<file path="config.mk">
export PLATFORM = sky130hd
export DESIGN_NAME = rs232_tx
export DESIGN_NICKNAME = d
export VERILOG_FILES = /design/src/rtl/rs232_tx.sv
export SDC_FILE = /design/constraint.sdc
export NUM_CORES = 1
export LEC_CHECK = 0
export ABC_AREA = 1
export CAP_MARGIN = 15
export CORE_UTILIZATION = 40
export CTS_BUF_LIST = sky130_fd_sc_hd__clkbuf_8
export CTS_CLUSTER_SIZE = 12
export DETAILED_ROUTE_END_ITERATION = 12
export SLEW_MARGIN = 10
export SYNTH_ARGS = -nofsm -noshare
export SYNTH_HDL_FRONTEND = slang
export SYNTH_SLANG_ARGS = --single-unit
export TNS_END_PERCENT = 5
</file>
<file path="constraint.sdc">
create_clock -name clk_in -period 1.6 [get_ports clk_in]
set_input_delay 0.48 -clock clk_in [delete_from_list [all_inputs] [get_ports clk_in]]
set_output_delay 0.48 -clock clk_in [all_outputs]
set_load 0.02 [all_outputs]
</file>
<file path="src/rtl/rs232_tx.sv">
// UART transmitter: holding register plus shift register, start/data/stop framing.
// Define RS232_TX_PARITY_EN to insert an even-parity bit after the data bits.
module rs232_tx #(
   parameter int CLK_DIV   = 16,
   parameter int DATA_BITS = 8,
   parameter int STOP_BITS = 1
) (
   input  logic                 clk_in,
   input  logic                 rst_in,
   input  logic [DATA_BITS-1:0] data_in,
   input  logic                 ctrl_wdata,
   output logic                 ctrl_wready,
   output logic                 txd_out,
   output logic                 tx_busy
);

   localparam int CNT_W = $clog2(CLK_DIV);
   localparam int BIT_W = $clog2(DATA_BITS);

   typedef enum logic [2:0] {
      IDLE,
      START,
      DATA,
`ifdef RS232_TX_PARITY_EN
      PARITY,
`endif
      STOP
   } state_t;

   state_t               state;
   logic [CNT_W-1:0]     baud_cnt;
   logic [BIT_W-1:0]     bit_cnt;
   logic [DATA_BITS-1:0] hold_reg;
   logic [DATA_BITS-1:0] shift_reg;
   logic                 hold_full;
   logic                 busy_q;
`ifdef RS232_TX_PARITY_EN
   logic                 parity_q;
`endif

   logic baud_last;
   logic stop_last;
   logic accept;
   logic drain;
   logic line_bit;

   assign baud_last = (baud_cnt == CNT_W'(CLK_DIV - 1));
   assign stop_last = baud_last && (bit_cnt == BIT_W'(STOP_BITS - 1));
   assign accept    = ctrl_wdata && !hold_full;
   // The holding register empties either from IDLE or straight out of the last
   // stop bit, which is what keeps queued frames contiguous.
   assign drain     = hold_full && ((state == IDLE) || ((state == STOP) && stop_last));

   always_comb begin
      // NOTE: default first so every path assigns line_bit and no latch is inferred.
      line_bit = 1'b1;
      case (state)
         START:   line_bit = 1'b0;
         DATA:    line_bit = shift_reg[0];
`ifdef RS232_TX_PARITY_EN
         PARITY:  line_bit = parity_q;
`endif
         default: line_bit = 1'b1;
      endcase
   end

   // txd_out and busy_q are registered copies of the state, so the line lags the
   // FSM by one cycle: load at the edge after acceptance, start bit one edge later.
   always_ff @(posedge clk_in or negedge rst_in) begin
      if (!rst_in) begin
         state     <= IDLE;
         baud_cnt  <= '0;
         bit_cnt   <= '0;
         hold_reg  <= '0;
         shift_reg <= '0;
         hold_full <= 1'b0;
         busy_q    <= 1'b0;
         txd_out   <= 1'b1;
`ifdef RS232_TX_PARITY_EN
         parity_q  <= 1'b0;
`endif
      end else begin
         // NOTE: non-blocking throughout; every register here updates from pre-edge values.
         txd_out <= line_bit;
         busy_q  <= (state != IDLE) || hold_full;

         if (accept) begin
            hold_reg  <= data_in;
            hold_full <= 1'b1;
         end else if (drain) begin
            hold_full <= 1'b0;
         end

         case (state)
            IDLE: begin
               baud_cnt <= '0;
               bit_cnt  <= '0;
               if (hold_full) state <= START;
            end
            START: begin
               if (baud_last) begin
                  baud_cnt <= '0;
                  bit_cnt  <= '0;
                  state    <= DATA;
               end else begin
                  baud_cnt <= baud_cnt + CNT_W'(1);
               end
            end
            DATA: begin
               if (baud_last) begin
                  baud_cnt  <= '0;
                  shift_reg <= shift_reg >> 1;
                  if (bit_cnt == BIT_W'(DATA_BITS - 1)) begin
                     bit_cnt <= '0;
`ifdef RS232_TX_PARITY_EN
                     state   <= PARITY;
`else
                     state   <= STOP;
`endif
                  end else begin
                     bit_cnt <= bit_cnt + BIT_W'(1);
                  end
               end else begin
                  baud_cnt <= baud_cnt + CNT_W'(1);
               end
            end
`ifdef RS232_TX_PARITY_EN
            PARITY: begin
               if (baud_last) begin
                  baud_cnt <= '0;
                  bit_cnt  <= '0;
                  state    <= STOP;
               end else begin
                  baud_cnt <= baud_cnt + CNT_W'(1);
               end
            end
`endif
            STOP: begin
               if (baud_last) begin
                  baud_cnt <= '0;
                  if (stop_last) begin
                     bit_cnt <= '0;
                     state   <= hold_full ? START : IDLE;
                  end else begin
                     bit_cnt <= bit_cnt + BIT_W'(1);
                  end
               end else begin
                  baud_cnt <= baud_cnt + CNT_W'(1);
               end
            end
            default: state <= IDLE;
         endcase

         if (drain) begin
            shift_reg <= hold_reg;
`ifdef RS232_TX_PARITY_EN
            parity_q  <= ^hold_reg;
`endif
         end
      end
   end

   assign ctrl_wready = !hold_full;
   assign tx_busy     = busy_q || hold_full;

endmodule
</file>
==> results.json <==
{
  "outcome": "completed",
  "rsz0062_at_grt": "yes",
  "critPathSlowestCell": "dfrtp_1",
  "start_util_pct": 43.44,
  "fin_ws_ns": 0.008179,
  "synth_adder_area_share_pct": 7.366,
  "start_kind": "flop",
  "yosysUniqueCellTypes": 22,
  "endpoint_kind": "output pin",
  "viasPerCell": 4.875,
  "crit_chain": "or2_2 > buf_2",
  "power_density_mw_per_mm2": 804.2,
  "cts.path.max_buffers": 2,
  "avgSynthCellArea_um2": 9.119,
  "fmax_mhz": 628.2,
  "syn_inst": 149,
  "fin_crit_sh_pct": 99.49,
  "hold_viol": 0,
  "min_to": "baud_cnt[0]",
  "pre_cts_slack_ns": -0.07560,
  "r2r.worst_path.cells": 7,
  "slew_violations": 0,
  "num_io_pins": 14,
  "n_fill_cell": 315,
  "drive_above_1_share_pct": 20.35,
  "grtUsageTotal_pct": 16.62,
  "rrSetupSlack_ns": 0.11,
  "drc": 0,
  "finalClockSkew_ns": 0.004895,
  "regArea_um2": 703.2,
  "fin_tns_setup_ns": 0,
  "num-nets-final": 192,
  "multi_input_area_um2": 631.9,
  "synth_compound_area_share_pct": 3.867,
  "std_cell_rows": 20,
  "grt_pass1_wl_um": 4505,
  "hold_start": "baud_cnt[0]",
  "fin_area_mm2": 0.001665,
  "routedWlPerCell_um": 12.20,
  "grt_pass1_vias": 1059,
  "min_period_ns": 1.592,
  "coreArea_mm2": 0.003128,
  "antenna_cells": 0,
  "clk_latency_ns": 0.27,
  "cp_max_fo": 3,
  "grt_max_degree": 29,
  "place_area_mm2": 0.001594,
  "yosys.area.top_type": "dfrtp_1",
  "cts_hold_buf": 0,
  "io_buffers": 13,
  "timing.slew.headroom_pct": 79.17,
  "ys_ff_latch": 28,
  "synth-simple-area-share_pct": 26.61,
  "power_mw": 1.339,
  "drt_wl_total_um": 2635,
  "cts_sinks": 28,
  "setup_viol": 0,
  "min_path_type": "flop to flop",
  "synth_xor_area_share_pct": 0,
  "ys_seq_area_share_pct": 51.66,
  "crit_arrival_ns": 1.11,
  "critPathLaunch": "hold_full",
  "place.gp.congestion": 0.7878,
  "drt_iter0_drc": 43,
  "drtPass1Iterations": 4,
  "crit_path_max_incr_delay_ns": 0.40,
  "area_growth_syn_to_layout_pct": 22.56,
  "maxCapViolations": 0,
  "dp_hpwl_um": 1916,
  "clk_pin_slew_ns": 0.09,
  "cp.required_ns": 1.12,
  "yosys_warnings": 0,
  "synth_top_area_share_pct": 49.72,
  "cts_tree": "done",
  "numCtsBuffers": 3,
  "die_width_um": 60.29,
  "synthTopCellsByArea": "dfrtp_1 (50%), nand2_1 (11%), ha_1 (7.4%), mux2_2 (6.6%), nor2_1 (6.1%)",
  "grt_overflow": 0,
  "max_slew.worst_pin.slew_ns": 0.3116,
  "cp_top_family": "flip-flops",
  "ir_drop_uv": 447.9,
  "die_h_um": 60.29,
  "r2r_start": "state[1]",
  "ant_nets": 0,
  "synth_top_family_by_area": "simple AND/OR/NAND/NOR gates",
  "crit_type": "flop to output pin",
  "antenna_found_initial": 0,
  "dieArea_mm2": 0.003634,
  "r2r-end": "state[0]",
  "cts_root_buffer": "clkbuf_8",
  "num_vias": 1053,
  "holdPathStages": 1,
  "p_leak_nw": 0.8052,
  "synthMuxAreaShare_pct": 6.630,
  "h-tree-depth": 1,
  "synth_nets": 168,
  "synth_area_mm2": 0.001359,
  "path_buf_inv": 1
}
-- layout by cell type, fill, tap and decap left out --
master and count:
ha_4 1, nand2_4 1, nand3_1 8, inv_2 1
o21ai_0 4, mux2_2 8, nor2_1 20, clkbuf_8 3
buf_2 1, o22ai_1 1, clkbuf_2 1, ha_2 1
ha_1 6, dfrtp_1 26, a21oi_2 1, a21oi_1 2
buf_12 1, nand4_1 4, nand2_1 38, dfstp_2 1
inv_1 14, nand2_2 2, nand3_2 1, dfrtp_2 1
clkdlybuf4s50_1 10, o211ai_1 1, nor3_1 2, or2_2 2
nor2_4 2, nor2_2 2, buf_4 5, clkdlybuf4s15_1 1
-- Yosys cell counts, drive strengths merged --
master / count
dfrtp: 27
o21ai: 4
nor3: 2
inv: 14
ha: 8
o22ai: 1
mux2: 8
dfstp: 1
o211ai: 1
nor2: 24
a21oi: 3
nand2: 41
or2: 2
nand4: 4
nand3: 9
-- final cells by class --
cell class	count	area share, %
Tap cell	44	3.306
Clock inverter	1	0.2254
Clock buffer	3	2.479
Sequential cell	28	42.22
Multi-Input combinational cell	107	37.94
Timing Repair Buffer	19	10.67
Inverter	14	3.156
-- repair_timing --
item                       in CTS  in global routing
setup endpoints to repair       3                 13
pin swaps                       0                  1
setup buffers                   0                  1
gates resized for setup         7                 10
-- worst reg2reg max path: cells and delay by family (launching register included) --
family	cells	cell delay, ns
compound gates	1	0.21
fa+ha+maj	1	0.23
flops	1	0.45
simple gates	5	0.49
-- worst max-delay path by stage --
stage	to	slack, ns	cells past startpoint
after floorplan	state[0]	0.22	8
after global placement	tx_busy	-0.07	2
after detailed placement	tx_busy	-0.08	2
after CTS	tx_busy	-0.002	2
after global routing	tx_busy	-0.04	2
final	tx_busy	0.008	2
-- stage by stage --
step | hold slack (ns) | utilization [%] | instances
after CTS | 0.4815 | 52.20 | 215
after detailed placement | 0.4683 | 50.96 | 211
after global placement | 0.4489 | 50.96 | 211
final | 0.4813 | 53.24 | 216
after global routing | 0.5094 | 53.24 | 216
after floorplan | 0.1844 | - | 149
-- per-layer routing --
| metal | vias up | GRT usage, % | part of all wire (%) |
|---|---|---|---|
| li1 | 522 | - | - |
| met3 | 5 | 2.814 | 3.5 |
| met2 | 25 | 29.51 | 52 |
| met4 | 0 | 6.645 | 1.4 |
| met1 | 501 | 19.67 | 43 |
| met5 | - | 0 | 0 |
-- cells by family after synthesis --
logic type | after synthesis
fa+ha+maj | 8
buf+inv | 14
simple gates | 82
flops | 28
mux | 8
compound gates | 9
-- power breakdown --
part	total (mW)	internal [mW]	leakage, nW	switching, mW
Combinational	0.134	0.0866	0.428	0.0477
Clock	0.384	0.172	0.0269	0.212
Sequential	0.821	0.783	0.350	0.0379
Power figures use the tool's default switching activity.
